--- config.mk ---
export PLATFORM = sky130hd
export DESIGN_NAME = digit_shift_reg
export DESIGN_NICKNAME = d
export VERILOG_FILES = /design/src/rtl/lock_pkg.sv /design/src/rtl/code_entry_checker_digit_shift_reg.sv
export SDC_FILE = /design/constraint.sdc
export NUM_CORES = 1
export LEC_CHECK = 0
export ABC_AREA = 1
export BUFFER_PORTS_ARGS = -buffer_cell sky130_fd_sc_hd__clkbuf_2
export CAP_MARGIN = 20
export CORE_UTILIZATION = 46
export DETAILED_ROUTE_END_ITERATION = 10
export GPL_ROUTABILITY_DRIVEN = 1
export PLACE_DENSITY = 0.84
export SYNTH_ARGS = -nofsm -noshare
export SYNTH_HDL_FRONTEND = slang
export SYNTH_SLANG_ARGS = --single-unit
--- constraint.sdc ---
create_clock -name CLK -period 1.13 [get_ports CLK]
set_clock_uncertainty 0.1 [all_clocks]
set_input_delay 0 -clock CLK [delete_from_list [all_inputs] [get_ports CLK]]
set_output_delay 0 -clock CLK [all_outputs]
set_load 0.05 [all_outputs]
--- src/rtl/lock_pkg.sv ---
// Shared types, defaults and width helper for the lock's code-entry path.
package lock_pkg;

    typedef enum logic [1:0] {
        ST_IDLE    = 2'd0,
        ST_COLLECT = 2'd1,
        ST_COMPARE = 2'd2,
        ST_LOCKED  = 2'd3
    } entry_state_t;

    localparam int DEF_CODE_LEN    = 4;
    localparam int DEF_DIGIT_W     = 4;
    localparam int DEF_TIMEOUT_CYC = 50_000_000;
    localparam int DEF_MAX_TRIES   = 3;
    localparam int DEF_LOCK_CYC    = 100_000_000;

    function automatic int cnt_w(input int n);
        return $clog2(n + 1);
    endfunction

endpackage

--- src/rtl/code_entry_checker_digit_shift_reg.sv ---
// Left-shifting CODE_LEN x DIGIT_W digit register with digit count; first digit ends in the MSBs.
module digit_shift_reg
    import lock_pkg::*;
#(
    parameter int CODE_LEN = DEF_CODE_LEN,
    parameter int DIGIT_W  = DEF_DIGIT_W
) (
    input  logic                        CLK,
    input  logic                        RST,
    input  logic                        load,
    input  logic                        clr,
    input  logic [DIGIT_W-1:0]          din,
    output logic [CODE_LEN*DIGIT_W-1:0] data,
    output logic [cnt_w(CODE_LEN)-1:0]  count
);
    logic [CODE_LEN-1:0][DIGIT_W-1:0] entry;

    always_ff @(posedge CLK) begin
        if (RST || clr) begin
            entry <= '0;
            count <= '0;
        end else if (load) begin
            entry <= {entry[CODE_LEN-2:0], din};
            count <= count + 1'b1;
        end
    end

    assign data = entry;
endmodule

==> results, run 1 <==
- Data on the critical path is required at its endpoint by 1.03 ns.
- The cell type with the largest total area after synthesis is dfxtp_1.
- The netlist uses 14 different library cells.
- The HPWL reported at the end of detailed placement is 1.030 mm.
- The initialized floorplan defines 15 standard-cell rows.
- The slowest cell on the critical path is dfxtp_1.
- The signal arrival time at the worst endpoint is 0.96 ns.
- The endpoint identified for the worst register-to-register timing path is count[1]$_SDFFE_PP0P_.
- The number of standard cells after synthesis is 119.
- The number of antenna violations at the first check in global routing was 0.
- Counting flops with a built-in enable in the synthesized netlist gives 0.
- The routed layout has 747 vias.
- The worst setup margin is 0.06697 ns.
- The worst-margin pin slew is 0.3404 ns.
- The die is 45.73 um wide.
- Relative to the synthesized area, the layout overhead comes to 24.04%.
- The post-synthesis average cell area is 7.392 sq um.
- The maximum clock frequency is 940.7 MHz.
- The xor and xnor fraction of the mapped netlist area is 0.
- The mux share of post-synthesis cell area is 0.
- Summing all multi-input logic gate instances after layout gives 370.4 sq um.
- The number of placed cells counting well taps is 166.
- The number of buffers on the longest clock path is 2.
- The dominant combinational cell family by area after synthesis is simple AND/OR/NAND/NOR gates.
- The adder-cell area share of the yosys netlist is 0.01422.
- Dividing the final minimum period by the clock period gives 0.9407.
- The routed wire length per instance is 8.778 um.
- STA classifies the critical path endpoint as a primary output.
- The post-synthesis share of cell area spent on and, or, nand and nor gates is 0.4011.
- The min-delay analysis places its worst path in the category in2reg.
- The delay contributed by the slowest stage of the critical path is 0.38 ns.
- The Yosys step of the flow raised 0 warnings.
- The type of origin of the critical path is a register.
- The top cell family by delay on the critical path is flip-flops.
- The placed instance area is 1003 sq um.
- After filler insertion, the fill cell instance count of the layout stands at 176.
- In this run the post-CTS setup repair buffer count came out at 0.
- In this run the static leakage power is 0.5459 nW.
- The startpoint of the worst hold path is load.
- Along the worst path, the maximum fanout reaches 3.
- Across the VDD grid, the largest voltage drop is 0.0008016 V.
- The number of cells on the worst reg-to-reg path is 5.
- The top-level port count is 27.
- With fillers left out, the area of the finished cells amounts to 1091 sq um.
- The number of iterations in the first detailed-routing pass is 4.
- In this run, the number of DRC markers left after iteration 0 of detailed routing was 13.
- The die covers 2091 sq um.
- The clock-pin slew of the registers on the worst-case setup and hold paths is 0.11 ns.
- The clock reaches the later pin of the worst-skew pair after 0.29 ns.
- The number of pins with negative max-slew slack in the final report came to 0.
- Across every metal layer, demand over resource in global routing totals 0.1793.
- The total power consumption of the routed design is 1.310 mW.
- The first-pass GRT wire length is 2.718 mm.
- The end point of the most critical hold path is data[11]$_SDFFE_PP0P_.
- For this configuration, the core starts out at a cell density of 0.4986.
- After floorplanning, the core was sized to cover 1764 sq um.
- For the final routed database, the setup TNS stands at 0 ns.
- The clock tree root driver cell is clkbuf_4.
- At the end of routability-driven placement, the weighted congestion stood at 0.6454.
- Sorting the synthesized cells by area gives the leading types as dfxtp_1 43%, nand2_1 12%, nor2_1 12%.
- The post-synth design cell area is 879.6 sq um.
- The number of global-route vias before repair is 676.
- Along the worst hold path, the cell count comes to 4.
- The sequential cell area is 387.9 sq um.
- Entering global routing, the biggest net connects 39 pins.
- The global-route congestion overflow total is 0.
- The number of maximum-capacitance violations is 0.
- The routed design could run at a clock period as short as 1.063 ns.
- The signal on the critical path passes through clkbuf_2.
- The die height is 45.73 um.
- In this run the number of H-tree levels came out at 1.
- The complex-gate fraction of the synthesized area was 0.005690.
- After detailed routing, the number of vias per cell comes to 4.244.
- The number of port buffers is 26.
- The final cell count without fillers is 176.
- After the last flow step, the layout net total stands at 161.
- The most instantiated flip-flop cell in the synthesis netlist is dfxtp_1.
- In the synthesized netlist, the cells that appear most often are 27 x nand2_1, 27 x nor2_1, 19 x dfxtp_1.
- The total power per unit cell area is 1201 nW/um^2.
- The share of synthesized area occupied by flip-flops and latches is 0.4324.
- Setup repair after global routing left no endpoint under its margin.
- The number of clock buffers added by TritonCTS is 3.
- Of all flip-flops after synthesis, the portion carrying an async set or reset was 0.
- The number of endpoints failing setup at the final stage is 0.
- The register-to-register setup slack is 0.11 ns.
- The reg-to-reg startpoint is count[0]$_SDFFE_PP0P_.
- The total count of hold-check failures in the final report is 0.
- The sum of buffers and inverters on the critical path is 1.
- Once detail routing completed, the nets flagged for antenna violations numbered 0.
- The worst slew margin relative to its limit is 0.7731.
- The CTS tree is done.
- Of the cells placed in the final design, the portion with a size suffix greater than 1 is 0.3576.
- The portion of synthesized cell area occupied by the leading cell type is 0.4324.
- The worst setup path category is reg2out.
- The flip-flop and latch count after synthesis is 19.
- The final wirelength is 1.545 mm.
- The total nets after synthesis is 128.
- In the routed design, unresolved DRC markers number 0.
- The run finished with clean final reports.
- The clock net in this run drives a total of 19 sinks.
- The number of inserted diodes is 0.
- The worst slack at placement is 0.1276 ns.
## cell type report
class                   count  share of cell area
flip-flops and latches     19              0.3555
multi-input cells          78              0.3394
repair buffers             33              0.1927
inverters                  17             0.05849
well taps                  25             0.02867
clock buffers               3             0.02064
clock inverters             1            0.004587
## worst max path at each step
stage,start,to,slack [ns],cells after the start
after detailed placement,count[0]$_SDFFE_PP0P_,count[1]$_SDFFE_PP0P_,0.13,5
after global placement,count[0]$_SDFFE_PP0P_,count[1]$_SDFFE_PP0P_,0.14,5
after CTS,data[4]$_SDFFE_PP0P_,data[4],0.05,1
final,data[10]$_SDFFE_PP0P_,data[10],0.07,1
after floorplan,count[2]$_SDFFE_PP0P_,count[2]$_SDFFE_PP0P_,0.06,3
after global routing,data[10]$_SDFFE_PP0P_,data[10],0.007,1
## cells in the final DEF (no fill, tap or decap), drive strengths merged
cell / count
nor2: 38
nand2: 37
clkbuf: 27
dfxtp: 19
inv: 17
dlygate4sd3: 6
buf: 3
a21oi: 1
nand3: 1
ha: 1
clkinv: 1
## timing repair
action | in CTS | in global routing
endpoints found under the hold margin | 19 | 0
hold buffers | 6 | 0
setup endpoints to repair | 0 | 2
resized for setup | 0 | 2
## logic make-up (layout without fill, tap and decap cells)
family | count (synthesis) | after routing
AO/OA/AOI/OAI | 1 | 1
adder cells (fa/ha/maj) | 1 | 1
buffers and inverters | 22 | 54
flip-flops | 19 | 19
AND/OR/NAND/NOR | 76 | 76
## layer usage
metal,up-vias,global-route usage,share of wire
met5,-,0,0
met4,0,0.03529,0
met3,0,0.06349,0.052
met2,24,0.3200,0.48
met1,318,0.2054,0.47
li1,405,-,-
## registers in the layout, summed over array words and instances, names as in the netlist
name and flops:
data 16, count 3
## power by group
group          internal [mW]  total (mW)  switching [mW]
clock network          0.132       0.334           0.202
registers              0.691       0.708          0.0171
logic                 0.0856       0.268           0.182
## stage by stage
| stage | util | hold slack, ns |
|---|---|---|
| floorplan | - | 0.04685 |
| detailed placement | 0.5688 | 0.1900 |
| global placement | 0.5688 | 0.1744 |
| global route | 0.6184 | 0.05332 |
| finish | 0.6184 | 0.04621 |
| CTS | 0.6184 | 0.03767 |
(Power assumes the default switching activity.)
==> run 2: changes to the inputs <==
--- a/config.mk
+++ b/config.mk
@@ -5,13 +5,12 @@
 export SDC_FILE = /design/constraint.sdc
 export NUM_CORES = 1
 export LEC_CHECK = 0
-export ABC_AREA = 1
 export BUFFER_PORTS_ARGS = -buffer_cell sky130_fd_sc_hd__clkbuf_2
 export CAP_MARGIN = 20
-export CORE_UTILIZATION = 46
+export CORE_UTILIZATION = 45
 export DETAILED_ROUTE_END_ITERATION = 10
 export GPL_ROUTABILITY_DRIVEN = 1
-export PLACE_DENSITY = 0.84
+export PLACE_DENSITY = 0.85
 export SYNTH_ARGS = -nofsm -noshare
 export SYNTH_HDL_FRONTEND = slang
 export SYNTH_SLANG_ARGS = --single-unit
==> results, run 2 <==
- The endpoint required time on the critical path is 1.25 ns (+0.22 ns).
- The total number of yosys warnings is 0 (unchanged).
- The die area came to 1739 sq um (-17%).
- The standard cell core area is 1383 sq um (-22%).
- The reported leakage power is 0.4450 nW (-18%).
- The area added between synthesis and finish is 27.87%.
- The total count of hold-check failures in the final report came to 0 (unchanged).
- The count of cells resized by post-cts repair was 0 (unchanged).
- The number of setup buffers added after CTS is 0 (unchanged).
- In the post-synthesis netlist, the biggest area contributors are dfxtp_1 54%, mux2i_1 24%, nor2_1 9.5%.
- Setup repair after global routing left no endpoint under its margin.
- The library cells used most frequently in the layout, excluding fill and tap cells, are 26 x clkbuf_2, 18 x nor2_1, 17 x mux2i_1, 16 x dfxtp_1, 4 x dlygate4sd3_1.
- The first-pass GRT wire length is 2.132 mm (-22%).
- The die outline width came to 41.71 um (-8.8%).
- The row count is 13 (-2).
- The total nets after synthesis is 73 (-43%).
- The overall via count from detail_route is 522 (-30%).
- Traced cell by cell, the critical path runs through ha_1, a21bo_2, a21oi_1.
- The worst slack at placement is 0.09126 ns (-0.03636 ns).
- The most instantiated flip-flop cell in the synthesis netlist is dfxtp_1.
- The post-synthesis average cell area is 11.08 sq um (+50%).
- The share of final-layout standard cells stronger than drive strength 1 is 0.3579 (about the same).
- The number of iterations in the first detailed-routing pass is 2 (-2).
- The portion of synthesized cell area occupied by the leading cell type was 0.5362 (+0.1037).
- The number of standard cells after synthesis was 64 (-46%).
- The number of antenna violations at the first check in global routing came to 0 (unchanged).
- The clock net sink count came to 19 (unchanged).
- The post-synth design cell area is 709.4 sq um (-19%).
- The final critical-path share of the clock period is 0.9333 (-0.007413).
- The number of pins with negative max-slew slack in the final report is 0 (unchanged).
- The share of synthesized area occupied by flip-flops and latches is 0.5362 (+0.1037).
- The number of cells on the worst reg-to-reg path is 3 (-2).
- The number of global-route vias before repair is 495 (-27%).
- The capturing element type of the critical path is a register.
- The number of inserted diodes is 0 (unchanged).
- By count the netlist is led by 19 x dfxtp_1, 18 x nor2_1, 17 x mux2i_1.
- The global-route congestion overflow total is 0 (unchanged).
- The overall fraction of global-route tracks in use is 0.1636 (-0.01564).
- The total power per unit cell area came to 1256 nW/um^2 (+4.6%).
- The clock latency on the worst-skew pair was 0.29 ns (about the same).
- The flip-flop and latch count after synthesis is 19 (unchanged).
- The worst slew margin relative to its limit is 0.5888 (-0.1842).
- The path class of the tightest hold or removal check is in2reg.
- The async set-reset flop share out of synthesis is 0 (unchanged).
- The post-layout minimum cycle time is 1.055 ns (-0.008376 ns).
- The number of port buffers came to 26 (unchanged).
- The top-level port count is 27 (unchanged).
- The worst setup margin was 0.07535 ns (+0.008376 ns).
- The clock-pin slew of the registers on the worst-case setup and hold paths is 0.10 ns (about the same).
- For this design, the slowest cell found on the critical path is dfxtp_2.
- The count of nets after finishing is 105 (-35%).
- The post-detailed-route count of antenna-violating nets came to 0 (unchanged).
- The violation count after the first detailed-routing iteration is 6 (-7).
- The number of buffers created by CTS is 3 (unchanged).
- The final wirelength is 1.292 mm (-16%).
- The flow ran to the end, and the final reports show no timing, DRC or antenna violations.
- The worst ir drop on vdd is 0.0008305 V (+3.6%).
- The top cell family by delay on the critical path is flip-flops.
- The number of H-tree levels was 1 (unchanged).
- The number of endpoints failing setup at the final stage is 0 (unchanged).
- The remaining routing DRC violations came to 0 (unchanged).
- By startpoint and endpoint, the worst setup path is classified as reg2reg.
- The worst-path maximum fanout was 3 (unchanged).
- The maximum clock frequency is 948.2 MHz (+0.79%).
- The HPWL reported at the end of detailed placement is 821 um (-20%).
- The setup TNS after final layout came to 0 ns (unchanged).
- The hold buffer count at cts is 4 (-2).
- The path length in cells of the critical path was 3 (+2).
- The signal arrival time at the worst endpoint is 1.17 ns (+0.21 ns).
- The sum of buffers and inverters on the critical path came to 0 (-1).
- The delay contributed by the slowest stage of the critical path was 0.34 ns (-0.04 ns).
- The unique cell type count in the Yosys netlist was 12 (-2).
- The number of instances on the worst hold path was 4 (unchanged).
- The number of buffers on the longest clock path is 2 (unchanged).
- The detailed-route vias per instance is 4.745 (+12%).
- The most common cell after layout, fill and taps aside is clkbuf_2.
- The count of flip-flops with a built-in enable after synthesis is 0 (unchanged).
- The library cell with the highest instance count after synthesis is dfxtp_1.
- The pin count of the biggest net entering global routing is 21 (-46%).
- The initial core utilization was 0.5131 (+0.01454).
- The number of maximum-capacitance violations is 0 (unchanged).
- The type of origin of the critical path is a register.
- The die height is 41.71 um (-8.8%).
- The cell type with the largest total area after synthesis is dfxtp_1.
- The worst-margin pin slew came to 0.6168 ns (+0.2764 ns).
- TritonCTS built the clock tree.
- The final weighted congestion in routability-driven placement was 0.6555 (+1.6%).
- The routed wire length per instance is 11.75 um (+34%).
- The flip-flop count of the largest register after layout was 16 (unchanged).
- The root buffer cell chosen for the clock tree is clkbuf_4.
==> run 2: changes by cell type after synthesis, moves of 9 or more <==
cell     delta
nand2_1    -27
inv_1      -17
mux2i_1    +17
nand2_2    -10
nor2_2     -10
nor2_1      -9
==> run 2: kinds of logic (layout without fill, tap and decap cells) <==
kind of cell	Yosys count	count (layout)	synth area share
and+or+nand+nor	20	20	0.1146
DFF	19	19	0.5361
muxes	17	17	0.2399
buffers and inverters	4	35	0.05819
AOI/OAI and AO/OA	2	2	0.02116
adders and majority gates	1	1	0.01763
xor gates and xnor gates	1	1	0.01235
==> run 2: final timing paths <==
kind,startpoint,end,slack [ns]
setup reg to reg,count[0]$_SDFFE_PP0P_,count[2]$_SDFFE_PP0P_,0.08
hold / removal,load,count[2]$_SDFFE_PP0P_,0.07
setup / recovery,count[0]$_SDFFE_PP0P_,count[2]$_SDFFE_PP0P_,0.08
hold reg to reg,data[15]$_SDFFE_PP0P_,data[15]$_SDFFE_PP0P_,0.40
==> run 2: tightest hold or removal path: stages <==
cell      delay, ns
clkbuf_2       0.10
buf_12         0.16
nand3b_1       0.09
a21oi_1        0.06
==> run 2: through the flow <==
step	hold slack [ns]	util	instance area, sq um	power [mW]	instances
2_1_floorplan	0.04721	-	713.2	0.7919	64
3_3_place_gp	0.1346	0.6081	840.8	0.8117	102
3_5_place_dp	0.1446	0.6081	840.8	0.8139	102
4_1_cts	0.06024	0.6561	907.1	1.143	110
5_1_grt	0.08223	0.6561	907.1	1.183	110
6_report	0.06615	0.6561	907.1	1.139	110
==> run 2: final cells by class <==
cell class	instances	area, sq um
Fill cell	102	475.5
Multi-Input combinational cell	41	287.8
Tap cell	15	18.77
Sequential cell	19	384.1
Timing Repair Buffer	31	190.2
Clock buffer	4	26.28
==> run 2: power by group <==
part	switching, mW	leakage, nW	internal (mW)
combinational	0.0731	0.275	0.0520
clock	0.192	0.0150	0.137
sequential	0.00662	0.155	0.678
total	0.272	0.445	0.868
==> run 2: layer usage <==
| metal | up-vias | part of all wire | global-route usage |
|---|---|---|---|
| met5 | - | 0 | 0 |
| li1 | 271 | - | - |
| met1 | 234 | 0.46 | 0.1918 |
| met2 | 15 | 0.49 | 0.2688 |
| met3 | 2 | 0.040 | 0.03913 |
| met4 | 0 | 0.0077 | 0.09677 |
